### src/rtl/clk_div_pkg.sv
// Shared types and constants for the clk_div_ctrl clock divider.
package clk_div_pkg;

    typedef enum logic [1:0] {
        IDLE  = 2'd0,
        RUN   = 2'd1,
        DRAIN = 2'd2
    } state_t;

    localparam int DIV_W_DEF = 8;
    localparam int DIV_MIN   = 2;

endpackage

### src/rtl/clk_div_cnt.sv
// Period counter for clk_div_ctrl: counts 0..div-1, flags terminal count and
// whether the next count value falls in the high phase of clk_out.
module clk_div_cnt
    import clk_div_pkg::*;
#(
    parameter int DIV_W = DIV_W_DEF
) (
    input  logic             clk,
    input  logic             reset,
    input  logic             adv,
    input  logic [DIV_W-1:0] div,
    output logic             tc,
    output logic             hi_nxt
);

    logic [DIV_W-1:0] cnt_q;
    logic [DIV_W-1:0] cnt_d;
    logic [DIV_W-1:0] half;

    always_comb begin
        tc     = (cnt_q == div - DIV_W'(1));
        half   = (div >> 1) + {{(DIV_W-1){1'b0}}, div[0]};
        cnt_d  = adv ? (tc ? '0 : cnt_q + DIV_W'(1)) : cnt_q;
        // A new period always starts high, so the divisor latched at a wrap
        // never disagrees with this flag.
        hi_nxt = (cnt_d < half);
    end

    always_ff @(posedge clk or posedge reset) begin
        if (reset) begin
            cnt_q <= '0;
        end else begin
            cnt_q <= cnt_d;
        end
    end

endmodule

### src/rtl/clk_div_ctrl.sv
// Glitch-free programmable clock divider with run/drain FSM and divisor
// change handshake. Define CLK_DIV_ODD_EN to allow odd divisors.
module clk_div_ctrl
    import clk_div_pkg::*;
#(
    parameter int DIV_W   = DIV_W_DEF,
    parameter int DIV_RST = 2
) (
    input  logic             clk,
    input  logic             reset,
    input  logic             en,
    input  logic             div_req,
    input  logic [DIV_W-1:0] div_val,
    output logic             div_ack,
    output logic             clk_out,
    output logic             clk_en,
    output logic             busy
);

    state_t           state_q, state_d;
    logic [DIV_W-1:0] div_q, div_d;
    logic [DIV_W-1:0] pend_val_q, pend_val_d;
    logic             pend_q, pend_d;
    logic             ack_q, ack_d;
    logic             clk_out_q, clk_out_d;
    logic             clk_en_q, clk_en_d;
    logic             busy_q, busy_d;
    logic             adv, tc, hi_nxt;

    function automatic logic [DIV_W-1:0] norm_div(input logic [DIV_W-1:0] v);
        logic [DIV_W-1:0] r;
`ifdef CLK_DIV_ODD_EN
        r = v;
`else
        r = {v[DIV_W-1:1], 1'b0};
`endif
        if (r < DIV_W'(DIV_MIN)) r = DIV_W'(DIV_MIN);
        return r;
    endfunction

    assign adv = (state_q != IDLE);

    clk_div_cnt #(.DIV_W(DIV_W)) u_cnt (
        .clk    (clk),
        .reset  (reset),
        .adv    (adv),
        .div    (div_q),
        .tc     (tc),
        .hi_nxt (hi_nxt)
    );

    always_comb begin
        state_d    = state_q;
        div_d      = div_q;
        pend_d     = pend_q;
        pend_val_d = pend_val_q;
        ack_d      = 1'b0;

        case (state_q)
            IDLE:    if (en) state_d = RUN;
            RUN:     if (!en) state_d = tc ? IDLE : DRAIN;
            DRAIN:   if (en) state_d = RUN;
                     else if (tc) state_d = IDLE;
            default: state_d = IDLE;
        endcase

        if (state_q == IDLE) begin
            if (div_req) begin
                div_d  = norm_div(div_val);
                ack_d  = 1'b1;
                pend_d = 1'b0;
            end else if (pend_q) begin
                div_d  = norm_div(pend_val_q);
                ack_d  = 1'b1;
                pend_d = 1'b0;
            end
        end else begin
            // Only a value pending before this boundary may load; a request
            // landing on the boundary waits for the next one.
            if (tc && pend_q) begin
                div_d  = norm_div(pend_val_q);
                ack_d  = 1'b1;
                pend_d = 1'b0;
            end
            if (div_req) begin
                pend_val_d = div_val;
                pend_d     = 1'b1;
            end
        end

        clk_out_d = (state_d != IDLE) && hi_nxt;
        clk_en_d  = (state_d == RUN) && ((state_q == IDLE) || tc);
        busy_d    = (state_d != IDLE) || pend_d;
    end

    always_ff @(posedge clk or posedge reset) begin
        if (reset) begin
            state_q   <= IDLE;
            div_q     <= DIV_W'(DIV_RST);
            pend_q    <= 1'b0;
            ack_q     <= 1'b0;
            clk_out_q <= 1'b0;
            clk_en_q  <= 1'b0;
            busy_q    <= 1'b0;
        end else begin
            state_q   <= state_d;
            div_q     <= div_d;
            pend_q    <= pend_d;
            ack_q     <= ack_d;
            clk_out_q <= clk_out_d;
            clk_en_q  <= clk_en_d;
            busy_q    <= busy_d;
        end
    end

    always_ff @(posedge clk) begin
        pend_val_q <= pend_val_d;
    end

    assign div_ack = ack_q;
    assign clk_out = clk_out_q;
    assign clk_en  = clk_en_q;
    assign busy    = busy_q;

endmodule

### config.mk
export PLATFORM = sky130hd
export DESIGN_NAME = clk_div_ctrl
export DESIGN_NICKNAME = d
export VERILOG_FILES = /design/src/rtl/clk_div_pkg.sv /design/src/rtl/clk_div_cnt.sv /design/src/rtl/clk_div_ctrl.sv
export SDC_FILE = /design/constraint.sdc
export NUM_CORES = 1
export LEC_CHECK = 0
export CAP_MARGIN = 5
export CORE_AREA = 2 2 57 81
export CTS_CLUSTER_DIAMETER = 80
export DETAILED_ROUTE_END_ITERATION = 8
export DIE_AREA = 0 0 59 83
export PLACE_DENSITY_LB_ADDON = 0.1
export SYNTH_ARGS = -nofsm -noshare
export SYNTH_HDL_FRONTEND = slang
export SYNTH_SLANG_ARGS = --single-unit
### constraint.sdc
create_clock -name clk -period 3 [get_ports clk]
set_input_delay 0.6 -clock clk [delete_from_list [all_inputs] [get_ports clk]]
set_output_delay 0.6 -clock clk [all_outputs]
set_load 0.005 [all_outputs]
==> results of run 1 <==
routing by layer:
| metal | share of wire | vias up |
|---|---|---|
| met4 | 0.015 | 0 |
| met3 | 0.022 | 5 |
| met1 | 0.42 | 588 |
| met2 | 0.54 | 13 |
| met5 | 0 | - |
| li1 | - | 583 |
cells in the mapped netlist (all sizes together) (2+ instances only):
cell     n
edfxtp   7
o21ai   10
nand4    2
o211ai   2
nor2b    5
a21oi    4
nor3     4
or4      2
inv     10
xor2     3
ha       8
a22o     4
nand2    6
mux2i   12
xnor2   10
dfrtp   21
buf      5
nor2     6
and3     5
and2     2
o21a     2
worst paths after layout:
kind | end | cells after the start
max | clk_out$_DFF_PP0_ | 12
min reg2reg | u_cnt.cnt_q[0]$_DFF_PP0_ | 1
min | u_cnt.cnt_q[0]$_DFF_PP0_ | 1
min in group asynchronous | clk_en$_DFF_PP0_ | 2
max reg2reg | clk_out$_DFF_PP0_ | 12
max in group asynchronous | u_cnt.cnt_q[5]$_DFF_PP0_ | 2
timing repair:
item | in CTS | in global routing
hold endpoints to repair | 0 | 0
setup buffers | 1 | 0
endpoints found under the setup margin | 1 | 1
pin swaps | 5 | 4
gates resized for setup | 3 | 7
sequential cells by signal (all words and copies together), names as in the netlist:
| signal | count |
|---|---|
| div_ack | 1 |
| div_q | 7 |
| clk_out | 1 |
| clk_en | 1 |
| pend_val_q | 7 |
| busy | 1 |
| state_q | 2 |
| u_cnt.cnt_q | 8 |
| pend_q | 1 |
metrics by stage:
stage / std cells / util / setup WS [ns] / hold slack [ns]
floorplan: 146 / - / 0.0413 / 0.501
global placement: 211 / 0.450 / -0.101 / 0.541
detailed placement: 211 / 0.450 / -0.146 / 0.559
CTS: 220 / 0.479 / 0.000423 / 0.568
global route: 220 / 0.485 / -0.147 / 0.605
finish: 220 / 0.485 / 0.0429 / 0.566
cells by family after synthesis:
kind of cell / after synthesis / share of synthesized area
fa+ha+maj: 8 / 0.0618
buf+inv: 15 / 0.0456
mux: 12 / 0.0742
simple gates: 37 / 0.134
compound gates: 32 / 0.144
xor+xnor: 13 / 0.0703
flops: 29 / 0.471
worst max-delay path: cells and delay by family (launching register included):
family | cells | cell delay (ns)
AOI/OAI and AO/OA | 6 | 1.25
DFF | 1 | 0.53
adders and majority gates | 2 | 0.51
and+or+nand+nor | 1 | 0.29
buffers and inverters | 2 | 0.17
xor gates and xnor gates | 1 | 0.12
power by group through the flow:
stage / clock network [mW] / logic, mW / registers [mW]
after detailed placement: 0 / 0.704 / 0.650
after CTS: 0.323 / 0.738 / 0.643
after global placement: 0 / 0.693 / 0.643
final: 0.315 / 0.776 / 0.647
after global routing: 0.338 / 0.871 / 0.667
after floorplan: 0 / 0.518 / 0.613
layout by cell type, fill, tap and decap left out, types with 6 or more instances in the layout:
cell type                          n
sky130_fd_sc_hd__edfxtp_1          7
sky130_fd_sc_hd__mux2i_1          12
sky130_fd_sc_hd__buf_4            11
sky130_fd_sc_hd__inv_1             9
sky130_fd_sc_hd__xnor2_1          10
sky130_fd_sc_hd__o21ai_0           8
sky130_fd_sc_hd__nand2_1           6
sky130_fd_sc_hd__dfrtp_1          21
sky130_fd_sc_hd__clkdlybuf4s50_1  14
cell type report:
type / instances / area share
Tap cell: 45 / 0.0281
Sequential cell: 29 / 0.380
Clock inverter: 2 / 0.00499
Inverter: 10 / 0.0187
Clock buffer: 6 / 0.0362
Timing Repair Buffer: 26 / 0.117
Multi-Input combinational cell: 102 / 0.416
==> impl_table.tex, run 1 <==
\begin{tabular}{lr}
\hline
Metric & Value \\
\hline
\multicolumn{2}{l}{\textbf{Clock tree}} \\
\# clock sinks & 29 \\
Worst-Skew Late Latency & 0.28 ns \\
Max H-tree Level & 2 \\
CTS tree & built \\
Total clock buffers created by CTS & 5 \\
Quantity of hold-fixing buffers added after cts & 0 \\
Clock tree root driver cell & sky130\_fd\_sc\_hd\_\_clkbuf\_8 \\
Number of buffers on the longest clock path & 2 \\
Clock transition at the register clock pins on the worst setup and hold paths after CTS & 0.07 ns \\
\multicolumn{2}{l}{\textbf{Finish}} \\
Ant diodes & 0 \\
Final Net Count & 194 \\
FF+latch area & 762 um\^{}2 \\
Share of cells above drive strength 1 & 0.211 \\
Summed area of non-filler cells in the final layout & 2010 um\^{}2 \\
Fillers & 383 \\
Synth-to-Final Area Change & 24.0\% \\
Area taken by multi-input logic gates & 835 um\^{}2 \\
\multicolumn{2}{l}{\textbf{Timing}} \\
RSZ-0062 raised after global routing & true \\
Final setup TNS & 0 ns \\
Max Clock Skew & 0.00449 ns \\
Transition time at the pin with the least slew margin & 0.869 ns \\
Setup-failing EPs final & 0 \\
Slew HR & 0.420 \\
Part of the cycle the worst path needs & 0.986 \\
Max-slew violation total from the final report & 0 \\
Final Hold Fails & 0 \\
Final min period & 2.96 ns \\
Peak Freq & 338 MHz \\
\multicolumn{2}{l}{\textbf{Setup path}} \\
CP peak stage delay & 0.53 ns \\
Type of the worst setup path & flip-flop to flip-flop \\
Slowest cell on crit path & sky130\_fd\_sc\_hd\_\_dfstp\_2 \\
Crit Path Max Fanout & 5 \\
Setup slack of the worst register-to-register path & 0.04 ns \\
Crit path top cell by count & sky130\_fd\_sc\_hd\_\_ha\_4 \\
Worst R2R Start & div\_q[1]\$\_DFFE\_PP1P\_ \\
Startpoint of the most critical setup path & div\_q[1]\$\_DFFE\_PP1P\_ \\
Kind of start point of the critical path & flip-flop \\
Required time of the worst setup path & 3.19 ns \\
Cell-by-cell listing of the critical path & inv\_2 -> ha\_4 -> xor2\_2 -> o211ai\_1 -> a2111oi\_2 -> and3\_4 -> buf\_4 -> o21ai\_1 -> a22o\_1 -> ha\_4 -> a221o\_1 -> a311oi\_2 \\
Critical Path Sink Type & flip-flop \\
Arrival time of the worst setup path & 3.14 ns \\
\multicolumn{2}{l}{\textbf{Logic synthesis}} \\
Share of synthesized registers carrying an async set or reset & 0.759 \\
EDFF count, synth & 7 \\
Mean instance size in the synthesized netlist & 11.1 um\^{}2 \\
Area share of the leading cell type in the synthesized netlist & 0.325 \\
Synth unique cells & 44 \\
Yosys top cell by area & sky130\_fd\_sc\_hd\_\_dfrtp\_1 \\
Sequential share of the synthesized area & 0.471 \\
Nets in the synthesized netlist & 166 \\
Number of warnings printed during yosys synthesis & 0 \\
Flip-flop and latch count after synthesis & 29 \\
Largest cells by area after synthesis & sky130\_fd\_sc\_hd\_\_dfrtp\_1 32\%, sky130\_fd\_sc\_hd\_\_edfxtp\_1 13\%, sky130\_fd\_sc\_hd\_\_mux2i\_1 7.4\%, sky130\_fd\_sc\_hd\_\_ha\_1 6.2\%, sky130\_fd\_sc\_hd\_\_xnor2\_1 5.4\% \\
Gate Count Post-Synth & 146 \\
Post-synthesis instance area & 1620 um\^{}2 \\
Dominant synthesized flop cell & sky130\_fd\_sc\_hd\_\_dfrtp\_1 \\
\multicolumn{2}{l}{\textbf{Drt}} \\
Starting DRC count in detailed routing & 24 \\
Final wirelength & 3500 um \\
Detailed-routing iteration count for the pre-antenna-repair pass & 4 \\
Via total after detailed routing & 1,189 \\
DR vias/cell & 5.40 \\
ANT nets after route & 0 \\
Drt drc & 0 \\
Drt wl/cell & 15.9 um \\
\multicolumn{2}{l}{\textbf{Global routing}} \\
Aggregate global-route resource usage & 0.159 \\
Gr ovfl total & 0 \\
Initial antenna violation count & 0 \\
Largest net degree at the start of global routing & 23 \\
Highest-utilization routing layer at the global route stage & met2 \\
Number of global-route vias before repair & 1,225 \\
Grt met1 use & 0.192 \\
Grt met2 use & 0.265 \\
Wire length of the first global-routing pass & 5820 um \\
Met3 GRT Util & 0.0374 \\
\multicolumn{2}{l}{\textbf{Floorplanning}} \\
Die X-Extent & 59 um \\
Die extent in y & 83 um \\
Initial core utilization & 0.392 \\
Area inside the core boundary & 4130 um\^{}2 \\
Total number of placement rows & 28 \\
IO Pins & 16 \\
Die ar. & 4900 um\^{}2 \\
\multicolumn{2}{l}{\textbf{Power}} \\
PD cells & 866 nW/um\^{}2 \\
Internal power component & 1.09 mW \\
Comb power frac & 0.446 \\
Total design power & 1.74 mW \\
Worst ir drop on vdd & 0.371 mV \\
Switching share of power & 0.374 \\
Reported leakage power & 0.843 nW \\
Share of total power in the clock network & 0.181 \\
Switching power & 650 uW \\
Share of total power in sequential cells & 0.372 \\
\multicolumn{2}{l}{\textbf{Status}} \\
Run status & finished clean \\
\multicolumn{2}{l}{\textbf{Worst hold path}} \\
Launch instance of the worst min-delay path & u\_cnt.cnt\_q[0]\$\_DFF\_PP0\_ \\
Hold crit path type & flip-flop to flip-flop \\
\multicolumn{2}{l}{\textbf{Placement}} \\
Port Buffers & 14 \\
Final estimated routing congestion in global placement & 0.855 \\
Placed cell area & 1860 um\^{}2 \\
Estimated wirelength of the detail-placed design & 2610 um \\
\multicolumn{2}{l}{\textbf{Flow run}} \\
Max-cap violation count & 0 \\
\hline
\end{tabular}
No activity file was read; power rests on OpenSTA's default activity.
==> inputs of run 2 (changes only) <==
--- a/config.mk
+++ b/config.mk
@@ -7,10 +7,12 @@
 export LEC_CHECK = 0
 export CAP_MARGIN = 5
 export CORE_AREA = 2 2 57 81
+export CTS_BUF_LIST = sky130_fd_sc_hd__clkbuf_8
 export CTS_CLUSTER_DIAMETER = 80
 export DETAILED_ROUTE_END_ITERATION = 8
 export DIE_AREA = 0 0 59 83
 export PLACE_DENSITY_LB_ADDON = 0.1
+export RECOVER_POWER = 100
 export SYNTH_ARGS = -nofsm -noshare
 export SYNTH_HDL_FRONTEND = slang
 export SYNTH_SLANG_ARGS = --single-unit
==> impl_table.tex, run 2 (synthesis gave the netlist of run 1 again) <==
\begin{tabular}{lr}
\hline
Metric & Value \\
\hline
\multicolumn{2}{l}{\textbf{Status}} \\
Run status & finished clean (unchanged) \\
\multicolumn{2}{l}{\textbf{Clock tree}} \\
Total clock buffers created by CTS & 5 (unchanged) \\
Clock tree root driver cell & sky130\_fd\_sc\_hd\_\_clkbuf\_8 (unchanged) \\
Quantity of hold-fixing buffers added after cts & 0 (unchanged) \\
Max H-tree Level & 2 (unchanged) \\
Clock transition at the register clock pins on the worst setup and hold paths after CTS & 0.07 ns (about the same) \\
CTS tree & built (unchanged) \\
Worst-Skew Late Latency & 0.28 ns (about the same) \\
Number of buffers on the longest clock path & 2 (unchanged) \\
\# clock sinks & 29 (unchanged) \\
\multicolumn{2}{l}{\textbf{Finish}} \\
Register with the highest flop count & u\_cnt.cnt\_q (unchanged) \\
Fillers & 385 (was 383) \\
Largest registers & u\_cnt.cnt\_q: 8 flops, div\_q: 7 flops, pend\_val\_q: 7 flops (unchanged) \\
Most frequent standard cell in the layout excluding fill and tap cells & sky130\_fd\_sc\_hd\_\_dfrtp\_1 (unchanged) \\
Cell Count, Final, Fillers Out & 220 (unchanged) \\
Synth-to-Final Area Change & 23.7\% (was 24.0\%) \\
Max FFs per register & 8 (unchanged) \\
Commonest non-fill, non-tap cells in the layout & 21 x sky130\_fd\_sc\_hd\_\_dfrtp\_1, 12 x sky130\_fd\_sc\_hd\_\_mux2i\_1, 10 x sky130\_fd\_sc\_hd\_\_xnor2\_1, 10 x sky130\_fd\_sc\_hd\_\_inv\_1, 10 x sky130\_fd\_sc\_hd\_\_buf\_4 (was 21 x sky130\_fd\_sc\_hd\_\_dfrtp\_1, 14 x sky130\_fd\_sc\_hd\_\_clkdlybuf4s50\_1, 12 x sky130\_fd\_sc\_hd\_\_mux2i\_1, 11 x sky130\_fd\_sc\_hd\_\_buf\_4, 10 x sky130\_fd\_sc\_hd\_\_xnor2\_1) \\
Final Net Count & 194 (unchanged) \\
Ant diodes & 0 (unchanged) \\
Share of cells above drive strength 1 & 0.206 (was 0.211) \\
\multicolumn{2}{l}{\textbf{Drt}} \\
Final wirelength & 3500 um (about the same) \\
ANT nets after route & 0 (unchanged) \\
Drt wl/cell & 15.9 um (about the same) \\
DR vias/cell & 5.40 (about the same) \\
Via total after detailed routing & 1,188 (was 1,189) \\
Drt drc & 0 (unchanged) \\
Starting DRC count in detailed routing & 24 (unchanged) \\
Detailed-routing iteration count for the pre-antenna-repair pass & 4 (unchanged) \\
\multicolumn{2}{l}{\textbf{Setup path}} \\
Number of cells traversed by the worst register-to-register path & 12 (unchanged) \\
Arrival time of the worst setup path & 3.15 ns (was 3.14 ns) \\
Kind of start point of the critical path & flip-flop (unchanged) \\
Required time of the worst setup path & 3.19 ns (about the same) \\
CP peak stage delay & 0.53 ns (about the same) \\
Crit path top cell by count & sky130\_fd\_sc\_hd\_\_ha\_4 (unchanged) \\
Reg2Reg Capture Point & clk\_out\$\_DFF\_PP0\_ (unchanged) \\
Worst R2R Start & div\_q[1]\$\_DFFE\_PP1P\_ (unchanged) \\
Type of the worst setup path & flip-flop to flip-flop (unchanged) \\
Setup slack of the worst register-to-register path & 0.04 ns (about the same) \\
Slowest cell on crit path & sky130\_fd\_sc\_hd\_\_dfstp\_2 (unchanged) \\
Critical Path Sink Type & flip-flop (unchanged) \\
Crit Path Max Fanout & 5 (unchanged) \\
Cell-by-cell listing of the critical path & inv\_2 -> ha\_4 -> xor2\_2 -> o211ai\_1 -> a2111oi\_2 -> and3\_4 -> buf\_4 -> o21ai\_1 -> a22o\_1 -> ha\_4 -> a221o\_1 -> a311oi\_2 (unchanged) \\
\multicolumn{2}{l}{\textbf{Global routing}} \\
Largest net degree at the start of global routing & 23 (unchanged) \\
Number of global-route vias before repair & 1,223 (was 1,225) \\
Aggregate global-route resource usage & 0.159 (unchanged) \\
Gr ovfl total & 0 (unchanged) \\
Wire length of the first global-routing pass & 5830 um (was 5820 um) \\
Initial antenna violation count & 0 (unchanged) \\
\multicolumn{2}{l}{\textbf{Placement}} \\
Cell count after placement & 211 (unchanged) \\
Port Buffers & 14 (unchanged) \\
Final estimated routing congestion in global placement & 0.855 (unchanged) \\
Estimated wirelength of the detail-placed design & 2610 um (unchanged) \\
\multicolumn{2}{l}{\textbf{Floorplanning}} \\
Die ar. & 4900 um\^{}2 (unchanged) \\
Initial core utilization & 0.392 (unchanged) \\
Die extent in y & 83 um (unchanged) \\
IO Pins & 16 (unchanged) \\
Die X-Extent & 59 um (unchanged) \\
Total number of placement rows & 28 (unchanged) \\
Area inside the core boundary & 4130 um\^{}2 (unchanged) \\
\multicolumn{2}{l}{\textbf{Timing}} \\
Max-slew violation total from the final report & 0 (unchanged) \\
Final min period & 2.96 ns (about the same) \\
Slew HR & 0.420 (about the same) \\
Max Clock Skew & 0.00429 ns (was 0.00449 ns) \\
Setup-failing EPs final & 0 (unchanged) \\
RSZ-0062 raised after global routing & true (unchanged) \\
Part of the cycle the worst path needs & 0.987 (was 0.986) \\
Peak Freq & 338 MHz (about the same) \\
Transition time at the pin with the least slew margin & 0.869 ns (about the same) \\
Final Hold Fails & 0 (unchanged) \\
\multicolumn{2}{l}{\textbf{Worst hold path}} \\
Cell depth of the worst min-delay path & 1 (unchanged) \\
Hold worst-path end & u\_cnt.cnt\_q[0]\$\_DFF\_PP0\_ (unchanged) \\
Hold crit path type & flip-flop to flip-flop (unchanged) \\
Launch instance of the worst min-delay path & u\_cnt.cnt\_q[0]\$\_DFF\_PP0\_ (unchanged) \\
\multicolumn{2}{l}{\textbf{Flow run}} \\
Max-cap violation count & 0 (unchanged) \\
\multicolumn{2}{l}{\textbf{Power}} \\
PD cells & 863 nW/um\^{}2 (was 866 nW/um\^{}2) \\
Reported leakage power & 0.845 nW (was 0.843 nW) \\
Worst ir drop on vdd & 0.371 mV (about the same) \\
Total design power & 1.73 mW (was 1.74 mW) \\
\hline
\end{tabular}
run 2: layout make-up:
class | count | area, um^2 | share of cell area
Sequential cell | 29 | 762 | 0.380
Clock buffer | 5 | 68.8 | 0.0344
Clock inverter | 3 | 13.8 | 0.00687
Multi-Input combinational cell | 102 | 835 | 0.417
Timing Repair Buffer | 26 | 230 | 0.115
Inverter | 10 | 37.5 | 0.0187
Tap cell | 45 | 56.3 | 0.0281
run 2: per-stage QoR:
step	setup TNS, ns	instance area, um^2	hold WS [ns]	worst slack (ns)	util
global placement	-0.101	1860	0.541	-0.101	0.450
global route	-0.147	2000	0.605	-0.147	0.485
finish	0	2000	0.566	0.0393	0.485
floorplan	0	1620	0.501	0.0413	-
detailed placement	-0.146	1860	0.559	-0.146	0.450
CTS	0	1980	0.568	0.000423	0.479
run 2: critical path: cells and delay by family (launching register included):
| family | cells | cell delay, ns |
|---|---|---|
| fa+ha+maj | 2 | 0.51 |
| compound gates | 6 | 1.25 |
| xor+xnor | 1 | 0.12 |
| simple gates | 1 | 0.29 |
| flops | 1 | 0.53 |
| buf+inv | 2 | 0.17 |
run 2: power by group:
group / total [mW] / switching, mW / leakage [nW] / internal [mW]
logic: 0.771 / 0.374 / 0.463 / 0.398
clock network: 0.311 / 0.154 / 0.0491 / 0.157
registers: 0.647 / 0.122 / 0.333 / 0.525
total: 1.73 / 0.650 / 0.845 / 1.08
run 2: repair_timing:
action,in CTS,in global routing
endpoints found under the setup margin,1,1
endpoints found under the hold margin,0,0
gates resized for setup,3,7
buffers inserted,1,0
pin swaps,5,4
run 2: worst max-delay path by stage:
stage | startpoint | endpoint | depth (start not counted)
5_1_grt | div_q[1]$_DFFE_PP1P_ | clk_out$_DFF_PP0_ | 13
6_report | div_q[1]$_DFFE_PP1P_ | clk_out$_DFF_PP0_ | 12
3_5_place_dp | div_q[1]$_DFFE_PP1P_ | clk_out$_DFF_PP0_ | 12
3_3_place_gp | div_q[1]$_DFFE_PP1P_ | clk_out$_DFF_PP0_ | 12
2_1_floorplan | div_q[1]$_DFFE_PP1P_ | clk_out$_DFF_PP0_ | 13
4_1_cts | div_q[1]$_DFFE_PP1P_ | clk_out$_DFF_PP0_ | 13
run 2: layer usage:
layer	global-route usage	vias to the layer above	wire length [um]
met5	0	-	0
met4	0.0599	0	51
met3	0.0374	5	76
met2	0.265	13	1890
met1	0.192	587	1480
li1	-	583	-
==> inputs of run 3 (changes only) <==
--- a/config.mk
+++ b/config.mk
@@ -13,6 +13,7 @@
 export DIE_AREA = 0 0 59 83
 export PLACE_DENSITY_LB_ADDON = 0.1
 export RECOVER_POWER = 100
+export REMOVE_ABC_BUFFERS = 1
 export SYNTH_ARGS = -nofsm -noshare
 export SYNTH_HDL_FRONTEND = slang
 export SYNTH_SLANG_ARGS = --single-unit
==> impl_table.tex, run 3 (synthesis gave the netlist of run 1 again) <==
\begin{tabular}{lr}
\hline
Metric & Value \\
\hline
\multicolumn{2}{l}{\textbf{Drt}} \\
Starting DRC count in detailed routing & 35 (was 24) \\
DR vias/cell & 5.31 (was 5.40) \\
Via total after detailed routing & 1,178 (was 1,188) \\
Final wirelength & 3700 um (was 3500 um) \\
Drt drc & 0 (unchanged) \\
Drt wl/cell & 16.7 um (was 15.9 um) \\
Detailed-routing iteration count for the pre-antenna-repair pass & 4 (unchanged) \\
ANT nets after route & 0 (unchanged) \\
Max Used Layer & met4 (unchanged) \\
Met2 routed wirelength & 2020 um (was 1890 um) \\
Met1 layer wirelength in the final routing & 1550 um (was 1480 um) \\
Routed wire length on met3 & 102 um (was 76 um) \\
\multicolumn{2}{l}{\textbf{Clock tree}} \\
Max H-tree Level & 2 (unchanged) \\
\# clock sinks & 29 (unchanged) \\
Number of buffers on the longest clock path & 2 (unchanged) \\
CTS tree & built (unchanged) \\
Clock tree root driver cell & sky130\_fd\_sc\_hd\_\_clkbuf\_8 (unchanged) \\
Worst-Skew Late Latency & 0.28 ns (about the same) \\
Clock transition at the register clock pins on the worst setup and hold paths after CTS & 0.07 ns (about the same) \\
Total clock buffers created by CTS & 5 (unchanged) \\
\multicolumn{2}{l}{\textbf{Setup path}} \\
Crit Path Max Fanout & 5 (unchanged) \\
Arrival time of the worst setup path & 3.19 ns (was 3.15 ns) \\
Critical Path Sink Type & flip-flop (unchanged) \\
Required time of the worst setup path & 3.19 ns (about the same) \\
Kind of start point of the critical path & flip-flop (unchanged) \\
Type of the worst setup path & flip-flop to flip-flop (unchanged) \\
CP peak stage delay & 0.54 ns (was 0.53 ns) \\
Cell-by-cell listing of the critical path & inv\_2 -> ha\_4 -> xor2\_1 -> o211ai\_1 -> a2111oi\_2 -> and3\_4 -> nor2\_4 -> a22o\_1 -> ha\_2 -> a21o\_1 -> a221o\_1 -> a311oi\_2 (was inv\_2 -> ha\_4 -> xor2\_2 -> o211ai\_1 -> a2111oi\_2 -> and3\_4 -> buf\_4 -> o21ai\_1 -> a22o\_1 -> ha\_4 -> a221o\_1 -> a311oi\_2) \\
Slowest cell on crit path & sky130\_fd\_sc\_hd\_\_dfstp\_2 (unchanged) \\
\multicolumn{2}{l}{\textbf{Floorplanning}} \\
Die extent in y & 83 um (unchanged) \\
Die X-Extent & 59 um (unchanged) \\
Area inside the core boundary & 4130 um\^{}2 (unchanged) \\
Die ar. & 4900 um\^{}2 (unchanged) \\
Initial core utilization & 0.392 (unchanged) \\
IO Pins & 16 (unchanged) \\
Total number of placement rows & 28 (unchanged) \\
\multicolumn{2}{l}{\textbf{Finish}} \\
Largest registers & u\_cnt.cnt\_q: 8 flops, div\_q: 7 flops, pend\_val\_q: 7 flops (unchanged) \\
Fillers & 392 (was 385) \\
Cell Count, Final, Fillers Out & 222 (was 220) \\
Commonest non-fill, non-tap cells in the layout & 21 x sky130\_fd\_sc\_hd\_\_dfrtp\_1, 13 x sky130\_fd\_sc\_hd\_\_dlygate4sd3\_1, 12 x sky130\_fd\_sc\_hd\_\_mux2i\_1, 12 x sky130\_fd\_sc\_hd\_\_buf\_4, 10 x sky130\_fd\_sc\_hd\_\_xnor2\_1 (was 21 x sky130\_fd\_sc\_hd\_\_dfrtp\_1, 12 x sky130\_fd\_sc\_hd\_\_mux2i\_1, 10 x sky130\_fd\_sc\_hd\_\_xnor2\_1, 10 x sky130\_fd\_sc\_hd\_\_inv\_1, 10 x sky130\_fd\_sc\_hd\_\_buf\_4) \\
Max FFs per register & 8 (unchanged) \\
Final Net Count & 196 (was 194) \\
Most frequent standard cell in the layout excluding fill and tap cells & sky130\_fd\_sc\_hd\_\_dfrtp\_1 (unchanged) \\
Synth-to-Final Area Change & 27.9\% (was 23.7\%) \\
Share of cells above drive strength 1 & 0.220 (was 0.206) \\
Ant diodes & 0 (unchanged) \\
Register with the highest flop count & u\_cnt.cnt\_q (unchanged) \\
\multicolumn{2}{l}{\textbf{Timing}} \\
Final min period & 3.01 ns (was 2.96 ns) \\
Max-slew violation total from the final report & 0 (unchanged) \\
Transition time at the pin with the least slew margin & 0.875 ns (was 0.869 ns) \\
Peak Freq & 333 MHz (was 338 MHz) \\
Max Clock Skew & 0.00464 ns (was 0.00429 ns) \\
Setup-failing EPs final & 1 (was 0) \\
RSZ-0062 raised after global routing & true (unchanged) \\
Setup slack after layout & -0.00602 ns (was 0.0393 ns) \\
Part of the cycle the worst path needs & 1.00 (was 0.987) \\
Final Hold Fails & 0 (unchanged) \\
Slew HR & 0.416 (was 0.420) \\
\multicolumn{2}{l}{\textbf{Power}} \\
Worst ir drop on vdd & 0.409 mV (was 0.371 mV) \\
Reported leakage power & 0.864 nW (was 0.845 nW) \\
PD cells & 896 nW/um\^{}2 (was 863 nW/um\^{}2) \\
Total design power & 1.85 mW (was 1.73 mW) \\
\multicolumn{2}{l}{\textbf{Global routing}} \\
Largest net degree at the start of global routing & 23 (unchanged) \\
Wire length of the first global-routing pass & 5960 um (was 5830 um) \\
Aggregate global-route resource usage & 0.159 (about the same) \\
Gr ovfl total & 0 (unchanged) \\
Number of global-route vias before repair & 1,240 (was 1,223) \\
Initial antenna violation count & 0 (unchanged) \\
\multicolumn{2}{l}{\textbf{Placement}} \\
Cell count after placement & 209 (was 211) \\
Port Buffers & 14 (unchanged) \\
Final estimated routing congestion in global placement & 0.809 (was 0.855) \\
Estimated wirelength of the detail-placed design & 2670 um (was 2610 um) \\
\multicolumn{2}{l}{\textbf{Status}} \\
Run status & finished, violations left (was finished clean) \\
Violated checks & negative setup slack \\
\multicolumn{2}{l}{\textbf{Flow run}} \\
Max-cap violation count & 0 (unchanged) \\
\multicolumn{2}{l}{\textbf{Worst hold path}} \\
Hold crit path type & flip-flop to flip-flop (unchanged) \\
\hline
\end{tabular}
[run 3: changes by cell type in the layout (fill, tap and decap cells not counted), sizes merged]
cell / delta
buf: +3
bufinv: +1
clkbuf: -1
clkdlybuf4s50: -4
clkinv: -1
clkinvlp: +1
dlygate4sd3: +4
inv: -1
[run 3: per-layer routing]
metal,up-vias,global-route usage
li1,584,-
met4,0,0.0558
met3,2,0.0327
met2,21,0.265
met1,571,0.198
met5,-,0
[run 3: final timing paths]
| check | start | endpoint | slack, ns | cells after the start |
|---|---|---|---|---|
| worst min-delay path | pend_val_q[6]$_DFFE_PP_ | div_q[6]$_DFFE_PP0P_ | 0.57 | 2 |
| min in group asynchronous | reset | u_cnt.cnt_q[3]$_DFF_PP0_ | 0.94 | 2 |
| worst max-delay path | div_q[1]$_DFFE_PP1P_ | clk_out$_DFF_PP0_ | -0.006 | 12 |
| worst min register to register | pend_val_q[6]$_DFFE_PP_ | div_q[6]$_DFFE_PP0P_ | 0.57 | 2 |
| max in group asynchronous | reset | state_q[1]$_DFF_PP0_ | 1.52 | 2 |
| worst max register to register | div_q[1]$_DFFE_PP1P_ | clk_out$_DFF_PP0_ | -0.006 | 12 |
[run 3: per-stage QoR]
step / TNS (ns) / setup slack (ns) / area (um^2) / utilization / hold slack (ns)
floorplan: 0 / 0.0280 / 1580 / - / 0.501
global placement: -0.102 / -0.102 / 1850 / 0.447 / 0.554
detailed placement: -0.132 / -0.132 / 1850 / 0.447 / 0.560
CTS: 0 / 0.0344 / 1970 / 0.478 / 0.579
global route: -0.166 / -0.132 / 2070 / 0.501 / 0.601
finish: -0.00602 / -0.00602 / 2070 / 0.501 / 0.572
[run 3: area by class of cell]
| type | instances | area [um^2] | share of cell area |
|---|---|---|---|
| Clock buffer | 5 | 68.8 | 0.0332 |
| Clock inverter | 3 | 41.3 | 0.0199 |
| Inverter | 10 | 37.5 | 0.0181 |
| Multi-Input combinational cell | 102 | 852 | 0.411 |
| Sequential cell | 29 | 762 | 0.368 |
| Tap cell | 45 | 56.3 | 0.0272 |
| Timing Repair Buffer | 28 | 253 | 0.122 |
[run 3: power breakdown]
part           switching [mW]  total, mW  leakage, nW  internal (mW)
sequential              0.122      0.646        0.333          0.524
clock                   0.158      0.402       0.0518          0.244
combinational           0.399      0.807        0.479          0.407
total                   0.679       1.85        0.864           1.18
[run 3: critical path, delay by kind of cell (launching register included)]
family                     cells  cell delay (ns)
AOI/OAI and AO/OA              6             1.40
DFF                            1             0.54
adders and majority gates      2             0.43
and+or+nand+nor                2             0.35
xor gates and xnor gates       1             0.14
buffers and inverters          1             0.05
[run 3: what timing repair did]
action | CTS | global route
setup endpoints to repair | 1 | 1
buffers inserted | 2 | 3
pin swaps | 2 | 11
hold buffers | 0 | 0
resized for setup | 1 | 12
